`src/rtl/modbus_pkg.sv`:
```
// Shared types and constants for the Modbus RTU transmit path.
// The CRC helper is only referenced when MODBUS_TX_CRC_EN is defined.
package modbus_pkg;

  typedef enum logic [3:0] {
    ST_IDLE,
    ST_GAP,
    ST_RD,
    ST_LATCH,
    ST_SEND,
    ST_WAIT,
    ST_CRC_LO,
    ST_CRC_HI,
    ST_DONE
  } tx_state_t;

  typedef enum logic [1:0] {
    PH_DATA,
    PH_CRC_LO,
    PH_CRC_HI
  } tx_phase_t;

  localparam logic [15:0] CRC_INIT     = 16'hFFFF;
  localparam logic [15:0] CRC_POLY     = 16'hA001;
  localparam int unsigned GAP_BITS_DEF = 35;

  // One byte of reflected CRC16/Modbus, LSB first.
  function automatic logic [15:0] crc16_step(input logic [15:0] crc, input logic [7:0] din);
    logic [15:0] c;
    c = crc ^ {8'h00, din};
    for (int unsigned i = 0; i < 8; i++) begin
      c = c[0] ? ((c >> 1) ^ CRC_POLY) : (c >> 1);
    end
    return c;
  endfunction

endpackage

```
`src/rtl/crc16_modbus.sv`:
```
// Byte-serial CRC16/Modbus accumulator, one byte per crc_en cycle.
// Instantiated by the transmit sequencer only when MODBUS_TX_CRC_EN is defined.
module crc16_modbus
  import modbus_pkg::*;
(
  input  logic        clk_in,
  input  logic        rst_n_in,
  input  logic        crc_clr,
  input  logic        crc_en,
  input  logic [7:0]  crc_din,
  output logic [15:0] crc_out
);

  always_ff @(posedge clk_in or negedge rst_n_in) begin
    if (!rst_n_in) begin
      crc_out <= CRC_INIT;
    end else if (crc_clr) begin
      crc_out <= CRC_INIT;
    end else if (crc_en) begin
      crc_out <= crc16_step(crc_out, crc_din);
    end
  end

endmodule

```
`src/rtl/modbus_rtu_tx_frame.sv`:
```
// Modbus RTU transmit frame sequencer: silent-interval gate, buffer read, UART handshake.
// Define MODBUS_TX_CRC_EN to append a computed CRC16 after the payload.
module modbus_rtu_tx_frame
  import modbus_pkg::*;
#(
  parameter int unsigned CLK_FREQ  = 50000000,
  parameter int unsigned BAUD_RATE = 9600,
  parameter int unsigned GAP_BITS  = GAP_BITS_DEF
) (
  input  logic       clk_in,
  input  logic       rst_n_in,
  input  logic       tx_start,
  input  logic [7:0] tx_len,
  output logic [7:0] rd_addr,
  input  logic [7:0] rd_data,
  input  logic       rx_done,
  output logic [7:0] uart_tx_data,
  output logic       uart_tx_en,
  input  logic       uart_tx_done,
  output logic       tx_busy,
  output logic       tx_frame_done
);

  localparam logic [15:0] BPS_PARAM = 16'(CLK_FREQ / BAUD_RATE);
  localparam logic [5:0]  GAP_CNT   = 6'(GAP_BITS);

  logic [15:0] baud_cnt;
  logic [5:0]  bit_cnt;
  logic        gap_ok;
  logic        timer_clr;

  assign timer_clr = rx_done | uart_tx_done;
  assign gap_ok    = (bit_cnt == GAP_CNT);

  always_ff @(posedge clk_in or negedge rst_n_in) begin
    if (!rst_n_in) begin
      baud_cnt <= '0;
      bit_cnt  <= '0;
    end else if (timer_clr) begin
      baud_cnt <= '0;
      bit_cnt  <= '0;
    end else if (baud_cnt == BPS_PARAM - 16'd1) begin
      baud_cnt <= '0;
      if (!gap_ok) bit_cnt <= bit_cnt + 6'd1;
    end else begin
      baud_cnt <= baud_cnt + 16'd1;
    end
  end

  tx_state_t  state;
  logic [7:0] len;
  logic [7:0] idx;
  logic [7:0] idx_nxt;
  logic       accept;

  assign idx_nxt = idx + 8'd1;
  // tx_busy is low exactly in IDLE and DONE, so both may accept a new frame.
  assign accept  = tx_start && (tx_len != 8'd0) && (state == ST_IDLE || state == ST_DONE);

`ifdef MODBUS_TX_CRC_EN
  tx_phase_t   phase;
  logic [15:0] crc_val;

  crc16_modbus u_crc (
    .clk_in   (clk_in),
    .rst_n_in (rst_n_in),
    .crc_clr  (accept),
    .crc_en   (state == ST_LATCH),
    .crc_din  (rd_data),
    .crc_out  (crc_val)
  );
`endif

  always_ff @(posedge clk_in or negedge rst_n_in) begin
    if (!rst_n_in) begin
      state         <= ST_IDLE;
      len           <= '0;
      idx           <= '0;
      rd_addr       <= '0;
      uart_tx_data  <= '0;
      uart_tx_en    <= 1'b0;
      tx_busy       <= 1'b0;
      tx_frame_done <= 1'b0;
`ifdef MODBUS_TX_CRC_EN
      phase         <= PH_DATA;
`endif
    end else begin
      uart_tx_en    <= 1'b0;
      tx_frame_done <= 1'b0;
      case (state)
        ST_IDLE, ST_DONE: begin
          if (accept) begin
            len     <= tx_len;
            idx     <= '0;
            tx_busy <= 1'b1;
            state   <= ST_GAP;
`ifdef MODBUS_TX_CRC_EN
            phase   <= PH_DATA;
`endif
          end else begin
            state <= ST_IDLE;
          end
        end
        ST_GAP: begin
          if (gap_ok && !rx_done) begin
            rd_addr <= idx;
            state   <= ST_RD;
          end
        end
        ST_RD:    state <= ST_LATCH;
        ST_LATCH: begin
          uart_tx_data <= rd_data;
          uart_tx_en   <= 1'b1;
          state        <= ST_SEND;
        end
        ST_SEND:  state <= ST_WAIT;
        ST_WAIT: begin
          if (uart_tx_done) begin
`ifdef MODBUS_TX_CRC_EN
            case (phase)
              PH_DATA: begin
                idx <= idx_nxt;
                if (idx_nxt < len) begin
                  rd_addr <= idx_nxt;
                  state   <= ST_RD;
                end else begin
                  phase <= PH_CRC_LO;
                  state <= ST_CRC_LO;
                end
              end
              PH_CRC_LO: begin
                phase <= PH_CRC_HI;
                state <= ST_CRC_HI;
              end
              default: begin
                tx_busy       <= 1'b0;
                tx_frame_done <= 1'b1;
                state         <= ST_DONE;
              end
            endcase
`else
            idx <= idx_nxt;
            if (idx_nxt < len) begin
              rd_addr <= idx_nxt;
              state   <= ST_RD;
            end else begin
              tx_busy       <= 1'b0;
              tx_frame_done <= 1'b1;
              state         <= ST_DONE;
            end
`endif
          end
        end
`ifdef MODBUS_TX_CRC_EN
        ST_CRC_LO: begin
          uart_tx_data <= crc_val[7:0];
          uart_tx_en   <= 1'b1;
          state        <= ST_SEND;
        end
        ST_CRC_HI: begin
          uart_tx_data <= crc_val[15:8];
          uart_tx_en   <= 1'b1;
          state        <= ST_SEND;
        end
`endif
        default: state <= ST_IDLE;
      endcase
    end
  end

endmodule

```
`config.mk`:
```
export PLATFORM = sky130hd
export DESIGN_NAME = modbus_rtu_tx_frame
export DESIGN_NICKNAME = d
export VERILOG_FILES = /design/src/rtl/modbus_pkg.sv /design/src/rtl/crc16_modbus.sv /design/src/rtl/modbus_rtu_tx_frame.sv
export SDC_FILE = /design/constraint.sdc
export NUM_CORES = 1
export LEC_CHECK = 0
export ABC_AREA = 1
export CORE_MARGIN = 10
export CORE_UTILIZATION = 50
export DETAILED_ROUTE_END_ITERATION = 7
export GPL_TIMING_DRIVEN = 1
export PLACE_DENSITY = 0.74
export SLEW_MARGIN = 30
export SYNTH_ARGS = -nofsm -noshare
export SYNTH_HDL_FRONTEND = slang
export SYNTH_SLANG_ARGS = --single-unit
export TNS_END_PERCENT = 50
```
`constraint.sdc`:
```
create_clock -name clk_in -period 5.6 [get_ports clk_in]
set_input_delay 0.56 -clock clk_in [delete_from_list [all_inputs] [get_ports clk_in]]
set_output_delay 0.56 -clock clk_in [all_outputs]
set_load 0.05 [all_outputs]
```
; Word-level counts from Yosys, hierarchy flattened
; Index checks and enable logic that the tools add are counted.
; Widths: inputs -> output; s select.
[classes]
n_addsub = 3
order_cmp = 1
n_eq_ne = 14
n_mux = 25
bitwise_logic = 1
reduce_logical = 17
[ops]
columns = operator, n
row1 = $mux 8, 5
row2 = $mux 16, 2
row3 = $pmux 8 s2, 2
row4 = $pmux 4 s6, 1
row5 = $mux 6, 3
row6 = $add 16x1->16 const B, 1
row7 = $eq 16x13->1 const B, 1
row8 = $mux 4, 3
row9 = $ne 2x2->1 const B, 5
row10 = $add 8x1->8 const B, 1
row11 = $eq 4x2->1 const B, 2
row12 = $eq 4x3->1 const B, 2
row13 = $lt 8x8->1, 1
row14 = $mux 1, 8
row15 = $reduce_and 4->1, 2
row16 = $reduce_bool 8->1, 1
row17 = $add 6x1->6 const B, 1
row18 = $eq 6x6->1 const B, 1
row19 = $reduce_and 2->1, 3
row20 = $reduce_bool 2->1, 3
row21 = $eq 4x1->1 const B, 1
row22 = $eq 4x4->1 const B, 1
row23 = $logic_not 4->1, 1
row24 = $logic_and 1x1->1, 3
row25 = other kinds (7), 7
[word_totals]
ff_bits = 61
in_bits = 21
out_inout_bits = 19

; Logic depth before layout (Yosys ltp)
[logic_depth]
depth_word = 5
mapped_depth = 16

; Worst setup path after synthesis
; No wires, ideal clock.
[synth_timing]
kind = reg2reg
startpoint = register idx[0]
endpoint = register rd_addr[3]
setup_ps = 119
t_arrival_ps = 1953
t_required_ps = 5481
slack_ps = 3529
path_stages_with_launch = 14
n_path_buf = 1
cell_sequence = dfrtp_1 > ha_1 > nand4_1 > nor2_1 > nand2_1 > and2_1 > ha_1 > nand2_1 > o21a_1 > nand2_1 > nand2_2 > buf_4 > nand3_1 > nand2_1
[synth_via]
elab_chain_len = 4
elab_cells_between_ends = 7
cone_classes = 1 x add/sub / 1 x order compare / 1 x eq/ne / 3 x mux / 1 x reduce/logical
[synth_rtl]
columns = element, line
row1 = start: declaration, modbus_rtu_tx_frame.sv:52  ; logic [7:0] idx;
row2 = start signal: assignment, modbus_rtu_tx_frame.sv:142  ; idx <= idx_nxt;
row3 = $add 8x1->8 (*), modbus_rtu_tx_frame.sv:56  ; assign idx_nxt = idx + 8'd1;
row4 = $lt 8x8->1 / $mux 8 (equally long branches), modbus_rtu_tx_frame.sv:143  ; if (idx_nxt < len) begin
row5 = $ne 2x2->1 (no source line) / $mux 8 (equally long branches), -
row6 = $reduce_and 4->1 (no source line) / $pmux 8 s2 (equally long branches), -
row7 = end signal: assignment, modbus_rtu_tx_frame.sv:106  ; rd_addr <= idx;
row8 = end signal: assignment, modbus_rtu_tx_frame.sv:144  ; rd_addr <= idx_nxt;
row9 = end: declaration, modbus_rtu_tx_frame.sv:14  ; output logic [7:0] rd_addr,
; Every way passes the cells marked *; elsewhere a longest branch is shown, timed or not. The select of a mux whose other input is x is not followed.
; A chain may end at the register's enable or synchronous reset.

; Final worst setup path
[layout_timing]
startpoint = register idx[0]
endpoint = register tx_busy
[layout_via]
elab_chain_len = 4
[layout_rtl]
columns = element, line
row1 = $add 8x1->8, modbus_rtu_tx_frame.sv:56
row2 = $lt 8x8->1, modbus_rtu_tx_frame.sv:143
row3 = $ne 2x2->1 (no source line), -
row4 = $reduce_and 4->1 (no source line), -
row5 = end signal: assignment, modbus_rtu_tx_frame.sv:82  ; tx_busy <= 1'b0;
row6 = end signal: assignment, modbus_rtu_tx_frame.sv:95  ; tx_busy <= 1'b1;
row7 = end signal: assignment, modbus_rtu_tx_frame.sv:147  ; tx_busy <= 1'b0;
row8 = end: declaration, modbus_rtu_tx_frame.sv:20  ; output logic tx_busy,
; Every way passes these cells.

==> results.md <==
- The run finished with clean final reports.
- The tool flagged a number of max-cap violations equal to 0.
- Of all nets on the critical path, the largest fanout is 12.
- The initial antenna violation count is 0.
- Of the available clock period, the critical path in the final layout requires 42.9%.
- For the worst setup path, the data required time is 5.79 ns.
- The first TritonRoute pass finished after 4 iterations.
- The worst register-to-register path has a setup slack of around 3.2 ns.
- IR analysis of the VDD net gives a maximum drop of 232 uV.
- Counting every instance in the synthesized netlist gives 411.
- The remaining antenna violation count after routing is 0.
- The number of global-route vias before repair came to between 2000 and 3000.
- The H-tree depth is 3.
- In this run the worst setup path begins at idx[0].
- Combinational logic is responsible for 39.5% of the overall power.
- The final count of pins violating max slew is 0.
- Summing the sequential cell areas from Yosys gives 45.1% of the chip area.
- The total inserted antenna cells is 0.
- The signal arrival time at the worst endpoint is between 2 and 3 ns.
- The via count normalized by instance count is ~5.0.
- For this block, the routed nets add up to 6770 um of wire.
- The clock network fraction of design power is approximately a quarter.
- The total number of clock tree sinks is 61.
- sky130_fd_sc_hd__dfrtp_1 takes more of the synthesized area than any other cell.
- The total placed instance area is roughly 3800 um^2.
- The least setup slack across all paths after layout is 3.20 ns.
- The core region is 6460 um^2.
- By area the synthesized netlist is led by sky130_fd_sc_hd__dfrtp_1 45%, sky130_fd_sc_hd__nand2_1 13%, sky130_fd_sc_hd__inv_1 5.7%.
- The final weighted congestion of routability-driven global placement is roughly 0.84.
- When the netlist entered floorplanning its net count stood at approximately 440.
- Entering global routing, the biggest net connects a little over 60 pins.
- The largest single stage delay on the critical path is between 0.4 and 0.5 ns.
- In this run the number of cells on the critical path is 14.
- Clock-pin slew was measured on the worst setup and hold paths at ~0.070 ns.
- The analysis attributes to cell leakage a power of 1.98 nW.
- At the pin with the least slew margin, the transition time is 0.759 ns.
- TritonCTS built the clock tree.
- The count of hold buffers inserted by post-cts repair is 0.
- The finished cells cover 4010 um^2.
- The endpoint identified for the worst register-to-register timing path is tx_busy.
- STA classifies the critical path endpoint as a register.
- From left edge to right edge, the die measures 102 um.
- The synthesized design devotes to its leading area cell type 45.1% of total area.
- The signal on the critical path passes through ha_1 > nand4_1 > nor2_1 > nand2_1 > and2_1 > ha_1 > nand2_1 > o21a_1 > nand2_1 > nand2_2 > nand2_1 > nand2_1 > nand2_1 > nand2_1.
- The first global-routing pass estimated between 10000 and 15000 um of wire.
- The site row count is 29.
- For this run, the total global-route usage over all layers was measured as 13.6%.
- The Yosys step of the flow raised 0 warnings.
- The number of failing setup endpoints in the final timing report is 0.
- Among all flip-flop cells after synthesis, the most frequent one is sky130_fd_sc_hd__dfrtp_1.
- The share of flip-flops with an asynchronous set or reset is 100%.
- The critical path's top delay family is simple AND/OR/NAND/NOR gates.
- Leaving out fill and tap cells, the most frequent cells in the layout are 118 x sky130_fd_sc_hd__nand2_1, 61 x sky130_fd_sc_hd__dfrtp_1, 51 x sky130_fd_sc_hd__inv_1, 38 x sky130_fd_sc_hd__clkdlybuf4s50_1, 36 x sky130_fd_sc_hd__nor2_1.
- The number of register bits inferred by synthesis is 61.
- Based on the critical path, the design can be clocked at up to around 0.42 GHz.
- The utilization after layout is between 60 and 70%.
- The wire length per cell after detailed routing is roughly 13 um.
- Dividing the synthesized area by the synthesized cell count gives 8.23 um^2.
- The internal portion of the total power is 0.968 mW.
- Yosys mapped the design onto 33 distinct sky130hd cell types.
- Counting both buffers and inverters, the worst setup path holds a total of 0.
- Summing all multi-input logic gate instances after layout gives around 1600 um^2.
- The count of endpoints failing hold in the final timing report was 0.
- The smallest clock period supported by the final layout is computed as approximately 2.4 ns.
- The count of vias placed by the detailed router is roughly 2700.
- The setup TNS is 0 ns.
- The number of synthesized flops with an enable pin is 0.
- Setup repair after global routing left no endpoint under its margin.
- 40 I/O pins were placed.
- The power per cell area is between 400 and 500 nW/um^2.
- The net count of the finished layout is 488.
- The path class of the tightest hold or removal check is in -> async.
- In this run switching power makes up 39.8% of total power.
- The post-placement setup slack is 3.11 ns.
- In this run the tool buffered the top-level ports with 39 buffer cells.
- The number of filler instances in the final layout is around 580.
- The worst clock skew is 0.00696 ns.
- The clock passes through at most 2 buffers.
- The capturing element of the worst setup path is tx_busy.
- Across the whole layout, storage elements account for about 1500 um^2.
- The depth of the most critical reg-to-reg path is 14.
- The sequential group share of total power is a little over a third.
- The slowest stage of the critical path is the sky130_fd_sc_hd__dfrtp_1 cell.
- The total die area is 10500 um^2.
- The layout-stage area growth over the synthesis result is 18.6%.
- Of the cells placed in the final design, the portion with a size suffix greater than 1 is 14.5%.
- STA classifies the critical path startpoint as a register.
- Buffers inserted during clock tree synthesis total 9.
- Buffers added to address setup during post-CTS repair amount to 0.
- The worst setup path category is reg -> reg.
- In this run the cell area of the synthesized design comes to roughly 3400 um^2.
- Headroom to the max-slew limit came out at 49.4%.
- The initial cell density of the core is 52.4%.
- The post-cts sizing count is 0.
- The leading cell type in the layout, fill and taps excluded is sky130_fd_sc_hd__nand2_1.
- Counting stages on the worst path, the most repeated cell is sky130_fd_sc_hd__nand2_1.
- The insertion delay to the later sink of the worst-skew pair is 0.33 ns.
- The worst register-to-register path begins at idx[0].
- The global route total overflow is 0.
- The y dimension of the die is 102 um.
- The clock root buffer master is sky130_fd_sc_hd__clkbuf_8.
- The DRC violation total after the first TritonRoute iteration is between 100 and 150.
- The number of design rule violations left after detail routing is 0.
- The power dissipated by switching net loads is 0.641 mW.
- Detailed placement finished with a half-perimeter wire length of 4980 um.
## how the worst min path moves through the flow
stage | end | from | slack (ns)
3_5_place_dp | uart_tx_data[6] | uart_tx_data[6] | 0.46
2_1_floorplan | baud_cnt[0] | rst_n_in | 0.26
5_1_grt | idx[7] | rst_n_in | 0.46
6_report | len[6] | rst_n_in | 0.37
3_3_place_gp | uart_tx_data[6] | uart_tx_data[6] | 0.45
4_1_cts | len[6] | rst_n_in | 0.41
## Yosys cell counts, drive strengths merged, types with 3 or more instances
cell	number
a21oi	8
buf	7
ha	11
inv	55
a31oi	3
nand4	11
nor2	43
dfrtp	61
xor2	6
o21ai	29
nand3	21
nand2	135
nor3	11
## power by group through the flow
stage / clock network [mW] / registers (mW) / logic (mW)
floorplan: 0 / 0.701 / 0.375
finish: 0.404 / 0.569 / 0.636
global route: 0.433 / 0.580 / 0.698
global placement: 0 / 0.573 / 0.632
CTS: 0.416 / 0.569 / 0.646
detailed placement: 0 / 0.576 / 0.642
## metrics by stage
| stage | cells | total power [mW] | hold WS, ns |
|---|---|---|---|
| floorplan | 411 | 1.08 | 0.264 |
| global placement | 522 | 1.21 | 0.452 |
| global route | 538 | 1.71 | 0.459 |
| CTS | 538 | 1.63 | 0.411 |
| finish | 538 | 1.61 | 0.366 |
| detailed placement | 522 | 1.22 | 0.458 |
## cell type report
cell class              instances  area share [%]
repair buffers                 41            9.98
inverters                      55            5.15
clock buffers                  13            4.21
clock inverters                 3            1.06
well taps                      77            2.40
multi-input cells             288            39.1
flip-flops and latches         61            38.1
## worst reg2reg max path: stages, from the launching register on
cell and delay (ns):
sky130_fd_sc_hd__dfrtp_1 0.44, sky130_fd_sc_hd__ha_1 0.23, sky130_fd_sc_hd__nand4_1 0.16, sky130_fd_sc_hd__nor2_1 0.13, sky130_fd_sc_hd__nand2_1 0.07, sky130_fd_sc_hd__and2_1 0.17
sky130_fd_sc_hd__ha_1 0.27, sky130_fd_sc_hd__nand2_1 0.07, sky130_fd_sc_hd__o21a_1 0.18, sky130_fd_sc_hd__nand2_1 0.07, sky130_fd_sc_hd__nand2_2 0.19, sky130_fd_sc_hd__nand2_1 0.13
sky130_fd_sc_hd__nand2_1 0.07, sky130_fd_sc_hd__nand2_1 0.06, sky130_fd_sc_hd__nand2_1 0.04
## flip-flops by register name, indices dropped and copies added (netlist names)
signal	count
state	4
bit_cnt	6
baud_cnt	16
uart_tx_data	8
tx_busy	1
idx	8
tx_frame_done	1
len	8
rd_addr	8
uart_tx_en	1
## layer usage
| layer | vias up | track usage, % | wire, um |
|---|---|---|---|
| li1 | 1404 | - | - |
| met1 | 1217 | 17.8 | 3360 |
| met2 | 55 | 21.4 | 3020 |
| met3 | 10 | 3.04 | 286 |
| met4 | 0 | 5.53 | 108 |
| met5 | - | 0 | 0 |
## cells by family (layout without fill, tap and decap cells)
kind of cell | Yosys count | in the layout | synth area share, %
AND/OR/NAND/NOR | 228 | 228 | 31.8
buffers and inverters | 62 | 112 | 8.47
flip-flops | 61 | 61 | 45.1
AO/OA/AOI/OAI | 41 | 41 | 8.47
adder cells (fa/ha/maj) | 11 | 11 | 4.07
XOR/XNOR | 8 | 8 | 2.07
Note: power is estimated with default switching activity, not from simulation.
